==> src/rtl/fp_pkg.sv <==
// Shared types and sizing for the FP significand multiplier.
// FP_MUL_RADIX4_EN selects two multiplier bits retired per cycle instead of one.
package fp_pkg;
  localparam int MANT_W = 24;
  localparam int PROD_W = 2*MANT_W;
`ifdef FP_MUL_RADIX4_EN
  localparam int BITS_PER_STEP = 2;
`else
  localparam int BITS_PER_STEP = 1;
`endif
  localparam int STEPS = MANT_W/BITS_PER_STEP;
  localparam int CNT_W = $clog2(STEPS);

  typedef enum logic [1:0] {IDLE, MUL, DONE} mul_state_t;
  typedef logic [MANT_W-1:0] mant_t;
  typedef logic [PROD_W-1:0] prod_t;
  typedef logic [CNT_W-1:0]  cnt_t;
endpackage

==> src/rtl/fp_mant_mul_seq_if.sv <==
// Operand/product handshake bundle for fp_mant_mul_seq.
interface fp_mant_mul_seq_if;
  import fp_pkg::*;
  logic  in_valid;
  logic  in_ready;
  mant_t a_mant;
  mant_t b_mant;
  logic  out_valid;
  logic  out_ready;
  prod_t product;
  logic  busy;

  modport master (
    output in_valid, a_mant, b_mant, out_ready,
    input  in_ready, out_valid, product, busy
  );
  modport slave (
    input  in_valid, a_mant, b_mant, out_ready,
    output in_ready, out_valid, product, busy
  );
endinterface

==> src/rtl/fp_mul_step.sv <==
// One combinational shift-add step: add the selected partial product to the
// upper half, then shift {carry,acc,mplr} right. FP_MUL_RADIX4_EN: two bits/step.
module fp_mul_step
  import fp_pkg::*;
(
  input  mant_t             acc_i,
  input  mant_t             mplr_i,
  input  mant_t             mcand_i,
`ifdef FP_MUL_RADIX4_EN
  input  logic [MANT_W+1:0] mcand3_i,
`endif
  output mant_t             acc_o,
  output mant_t             mplr_o
);
`ifdef FP_MUL_RADIX4_EN
  logic [MANT_W+1:0] pp;
  logic [MANT_W+1:0] sum;

  always_comb begin
    pp = '0;
    case (mplr_i[1:0])
      2'd1:    pp = {2'b00, mcand_i};
      2'd2:    pp = {1'b0, mcand_i, 1'b0};
      2'd3:    pp = mcand3_i;
      default: pp = '0;
    endcase
  end

  // acc < 2^W and pp < 3*2^W, so sum fits W+2 bits and sum>>2 fits W bits.
  assign sum    = {2'b00, acc_i} + pp;
  assign acc_o  = sum[MANT_W+1:2];
  assign mplr_o = {sum[1:0], mplr_i[MANT_W-1:2]};
`else
  logic [MANT_W:0] sum;

  assign sum    = {1'b0, acc_i} + (mplr_i[0] ? {1'b0, mcand_i} : {(MANT_W+1){1'b0}});
  assign acc_o  = sum[MANT_W:1];
  assign mplr_o = {sum[0], mplr_i[MANT_W-1:1]};
`endif
endmodule

==> src/rtl/fp_mant_mul_seq.sv <==
// Sequential 24x24 significand multiplier, one op in flight, valid/ready on both
// sides. FP_MUL_RADIX4_EN halves the iteration count (3x mcand built at accept).
module fp_mant_mul_seq
  import fp_pkg::*;
(
  input  logic               clk,
  input  logic               rst_n,
  fp_mant_mul_seq_if.slave   bus
);
  mul_state_t state_q, state_d;
  cnt_t       cnt_q,   cnt_d;
  mant_t      acc_q,   acc_d;
  mant_t      mplr_q,  mplr_d;
  mant_t      mcand_q, mcand_d;
  mant_t      acc_step, mplr_step;
`ifdef FP_MUL_RADIX4_EN
  logic [MANT_W+1:0] mcand3_q, mcand3_d;
`endif

  fp_mul_step u_step (
    .acc_i    (acc_q),
    .mplr_i   (mplr_q),
    .mcand_i  (mcand_q),
`ifdef FP_MUL_RADIX4_EN
    .mcand3_i (mcand3_q),
`endif
    .acc_o    (acc_step),
    .mplr_o   (mplr_step)
  );

  always_comb begin
    state_d = state_q;
    cnt_d   = cnt_q;
    acc_d   = acc_q;
    mplr_d  = mplr_q;
    mcand_d = mcand_q;
`ifdef FP_MUL_RADIX4_EN
    mcand3_d = mcand3_q;
`endif
    case (state_q)
      IDLE: begin
        if (bus.in_valid) begin
          state_d = MUL;
          cnt_d   = '0;
          acc_d   = '0;
          mplr_d  = bus.b_mant;
          mcand_d = bus.a_mant;
`ifdef FP_MUL_RADIX4_EN
          mcand3_d = {2'b00, bus.a_mant} + {1'b0, bus.a_mant, 1'b0};
`endif
        end
      end
      MUL: begin
        acc_d  = acc_step;
        mplr_d = mplr_step;
        cnt_d  = cnt_q + cnt_t'(1);
        // Last step still updates acc/mplr; product is {acc,mplr} from DONE on.
        if (cnt_q == cnt_t'(STEPS-1)) begin
          state_d = DONE;
          cnt_d   = '0;
        end
      end
      DONE: begin
        if (bus.out_ready) state_d = IDLE;
      end
      default: state_d = IDLE;
    endcase
  end

  always_ff @(posedge clk or negedge rst_n) begin
    if (!rst_n) begin
      state_q  <= IDLE;
      cnt_q    <= '0;
      acc_q    <= '0;
      mplr_q   <= '0;
      mcand_q  <= '0;
`ifdef FP_MUL_RADIX4_EN
      mcand3_q <= '0;
`endif
    end else begin
      state_q  <= state_d;
      cnt_q    <= cnt_d;
      acc_q    <= acc_d;
      mplr_q   <= mplr_d;
      mcand_q  <= mcand_d;
`ifdef FP_MUL_RADIX4_EN
      mcand3_q <= mcand3_d;
`endif
    end
  end

  assign bus.in_ready  = (state_q == IDLE);
  assign bus.out_valid = (state_q == DONE);
  assign bus.busy      = (state_q != IDLE);
  assign bus.product   = {acc_q, mplr_q};
endmodule

==> src/flat_wrapper.sv <==
// flat-port wrapper written by rule: the top's interface ports become plain ports
module fp_mant_mul_seq_flat import fp_pkg::*;
  (clk, rst_n, bus_in_valid, bus_a_mant, bus_b_mant, bus_out_ready, bus_in_ready, bus_out_valid, bus_product, bus_busy);
  fp_mant_mul_seq_if bus_i ();
  input  logic clk;
  input  logic rst_n;
  input wire logic [$bits(bus_i.in_valid)-1:0] bus_in_valid;
  input wire logic [$bits(bus_i.a_mant)-1:0] bus_a_mant;
  input wire logic [$bits(bus_i.b_mant)-1:0] bus_b_mant;
  input wire logic [$bits(bus_i.out_ready)-1:0] bus_out_ready;
  output wire logic [$bits(bus_i.in_ready)-1:0] bus_in_ready;
  output wire logic [$bits(bus_i.out_valid)-1:0] bus_out_valid;
  output wire logic [$bits(bus_i.product)-1:0] bus_product;
  output wire logic [$bits(bus_i.busy)-1:0] bus_busy;
  assign bus_i.in_valid = bus_in_valid;
  assign bus_i.a_mant = bus_a_mant;
  assign bus_i.b_mant = bus_b_mant;
  assign bus_i.out_ready = bus_out_ready;
  assign bus_in_ready = bus_i.in_ready;
  assign bus_out_valid = bus_i.out_valid;
  assign bus_product = bus_i.product;
  assign bus_busy = bus_i.busy;
  fp_mant_mul_seq u_core (.clk(clk), .rst_n(rst_n), .bus(bus_i));
endmodule
==> config.mk <==
export PLATFORM = sky130hd
export DESIGN_NAME = fp_mant_mul_seq_flat
export DESIGN_NICKNAME = d
export VERILOG_FILES = /design/src/rtl/fp_pkg.sv /design/src/rtl/fp_mant_mul_seq_if.sv /design/src/rtl/fp_mul_step.sv /design/src/rtl/fp_mant_mul_seq.sv /design/src/flat_wrapper.sv
export SDC_FILE = /design/constraint.sdc
export NUM_CORES = 1
export LEC_CHECK = 0
export CORE_MARGIN = 4
export CORE_UTILIZATION = 55
export CTS_CLUSTER_DIAMETER = 40
export DETAILED_ROUTE_END_ITERATION = 12
export GPL_ROUTABILITY_DRIVEN = 1
export PLACE_DENSITY_LB_ADDON = 0.3
export SKIP_LAST_GASP = 1
export SLEW_MARGIN = 20
export SYNTH_ARGS = -nofsm -noshare
export SYNTH_HDL_FRONTEND = slang
export SYNTH_HIERARCHICAL = 1
export SYNTH_SLANG_ARGS = --single-unit
==> constraint.sdc <==
create_clock -name clk -period 6.4 [get_ports clk]
set_input_delay 1.28 -clock clk [delete_from_list [all_inputs] [get_ports clk]]
set_output_delay 1.28 -clock clk [all_outputs]
set_load 0.02 [all_outputs]
==> qor.yml <==
status: "complete, no violations"
drt-initial-drc-count: 184
crit_path_end_kind: "flip-flop"
diodes: 0
viasPerCell: 5.84
synth.top_cells.by_area: "dfrtp_1, ha_1, o21ai_0"
rsz0062_at_grt: "false"
syn_avg_cell_area_um2: 9.28
wl_met1_mm: 5.00
route.met3.wl_um: 879
cts_resized: 0
clk_pin_slew_worst_paths_ns: 0.08
r2r_setup_slack_ns: 3.05
cap_violations: 0
syn_area_mm2: 0.00506
syn-instance-count: 545
post-place-ws_ns: 2.69
die_y_um: 104
cp.required_ns: 6.68
slew_violations: 0
final_util_pct: 69.0
hold_viol: 0
critPathKind: "reg2reg"
crit_end: "u_core/acc_q[21]"
port_buffers: 102
ant_nets: 0
cp-startpoint: "u_core/mplr_q[0]"
cts_buffers: 9
yosysSeqAreaShare_pct: 39.1
cts_tree: "done"
grt_max_degree: 80
vias: 4209
grt_pass1_wl_mm: 19.7
critPathMaxFanout: 27
critical_path.startpoint_type: "flip-flop"
timing.final.crit_share_pct: 52.4
synthFlopType: "dfrtp_1"
critPathArrivalTime_ns: 3.63
clock_latency_ns: 0.35
vdd_ir_drop_max_mv: 0.241
powerDensity_mw_per_mm2: 491
rows: 34
cts_sinks: 79
fin_setup_tns_ns: 0
post_synth_num_cell_types: 54
layout_setup_ws_ns: 3.05
htreeDepth: 3
async_flop_share_pct: 100
worstRegToRegCells: 11
final_common_cell: "clkdlybuf4s50_1"
grt_use_total_pct: 21.8
die_area_mm2: 0.0108
cts_hold_buffers: 0
post_cts_buffers: 0
drc: 0
grt_pass1_vias: 4279
cts-root-buf: "clkbuf_8"
firstDrtPassIters: 4
drive_gt1_share_pct: 8.97
synth_edf_count: 0
regToRegStartpoint: "u_core/mplr_q[0]"
finalCriticalPeriod_ns: 3.35
reg2reg_to: "u_core/acc_q[21]"
setup_violations: 0
io_pins: 103
place_congestion: 0.939
worstHoldPathType: "reg2reg"
max_freq_ghz: 0.298
synth_seq_cells: 79
wl_per_cell_um: 16.2
fin_nets: 686
initial_core_util_pct: 57.1
leakagePower_nw: 2.65
final_cell_mix: "clkdlybuf4s50_1, dfrtp_1, nand2_1, o21ai_0, a21oi_1"
dr_wl_met2_mm: 5.65
skew_ns: 0.00598
die_x_um: 104
synth_top_area_share_pct: 39.1
yosys_warnings: 6
antenna_found_initial: 0
grt.overflow.total: 0
synth_fp_nets: 623
clockBufferDepth: 2
hpwlAfterDp_mm: 8.01
yosysTopAreaCell: "dfrtp_1"
area_delta_synth_final_pct: 20.7
maxSlewHeadroom_pct: 30.5
core_mm2: 0.00885
maxUsedRoutingLayer: "met4"
wl_mm: 11.7
worst_slew_pin_slew_ns: 1.04
==> routing by layer <==
| metal | vias to the layer above | GRT usage (%) |
|---|---|---|
| met5 | - | 0 |
| met2 | 138 | 36.8 |
| li1 | 2024 | - |
| met1 | 2032 | 27.0 |
| met3 | 15 | 6.21 |
| met4 | 0 | 7.12 |
==> state kept, by name, summed over array words and instances, names as in the netlist <==
register        flops
u_core/acc_q       24
u_core/cnt_q        5
u_core/mcand_q     24
u_core/mplr_q      24
u_core/state_q      2
==> worst max-delay path, stage by stage (launching register included) <==
cell and delay (ns):
dfrtp_1 0.69, and2_1 0.29, ha_1 0.24, fa_1 0.43, a21oi_1 0.23, o22ai_1 0.15, a311o_1 0.47, a21oi_2 0.24
mux2_1 0.35, nand3_1 0.07, nand2_1 0.05, o21ai_0 0.09
==> cell families after synthesis <==
family                   share of synthesized area [%]
XOR/XNOR                                          3.64
buffers and inverters                             7.57
adder cells (fa/ha/maj)                           6.58
multiplexers                                      6.16
AO/OA/AOI/OAI                                     19.8
flip-flops                                        39.1
AND/OR/NAND/NOR                                   17.1
==> Yosys cell counts, types with 2 or more instances <==
cell type  instances
xnor2_1            9
and2_1            25
nor2b_1           23
nor2_1             8
buf_4             27
nor3_1             2
a31oi_1            2
dfrtp_1           79
a22oi_1           24
a211oi_1           2
a21oi_1           44
inv_1              5
nand4_1            3
clkbuf_1          13
mux2i_1            3
buf_6              6
a221o_1            2
mux2_2            24
nand3_1            7
o21ai_1            7
and2b_1            5
xor2_1            12
o211ai_1           3
buf_2              8
o21a_1             3
o21bai_1           2
nand2b_1           7
and3_1             4
nor3b_1            2
o21ai_0           55
ha_1              25
a221oi_1           2
a21o_1             8
nand2_1           72
nand3b_1           3
==> per-stage QoR <==
stage	area (um^2)	hold slack [ns]	cells	power, mW
after floorplan	5060	0.472	545	2.17
after global placement	5880	0.482	704	2.54
after detailed placement	5910	0.488	705	2.63
after CTS	6100	0.506	721	3.01
after global routing	6100	0.527	721	3.23
final	6100	0.507	721	3.00
==> worst min-delay path by stage <==
stage / from / end / depth (start not counted)
after CTS: u_core/mcand_q[3] / u_core/mcand_q[3] / 1
final: u_core/mcand_q[7] / u_core/mcand_q[7] / 1
after global placement: u_core/mcand_q[0] / u_core/mcand_q[0] / 1
after floorplan: u_core/mcand_q[23] / u_core/mcand_q[23] / 1
after detailed placement: u_core/mcand_q[3] / u_core/mcand_q[3] / 1
after global routing: u_core/mcand_q[8] / u_core/mcand_q[8] / 1
==> report_power, final <==
part / internal [mW] / switching [mW]
registers: 0.724 / 0.187
logic: 0.780 / 0.941
clock network: 0.179 / 0.187
==> cell type report <==
type | instances | area [um^2]
Clock buffer | 10 | 128
Clock inverter | 6 | 61.3
Fill cell | 711 | 2750
Inverter | 5 | 18.8
Multi-Input combinational cell | 406 | 2700
Sequential cell | 79 | 1980
Tap cell | 108 | 135
Timing Repair Buffer | 107 | 1080
(Power assumes the default switching activity.)
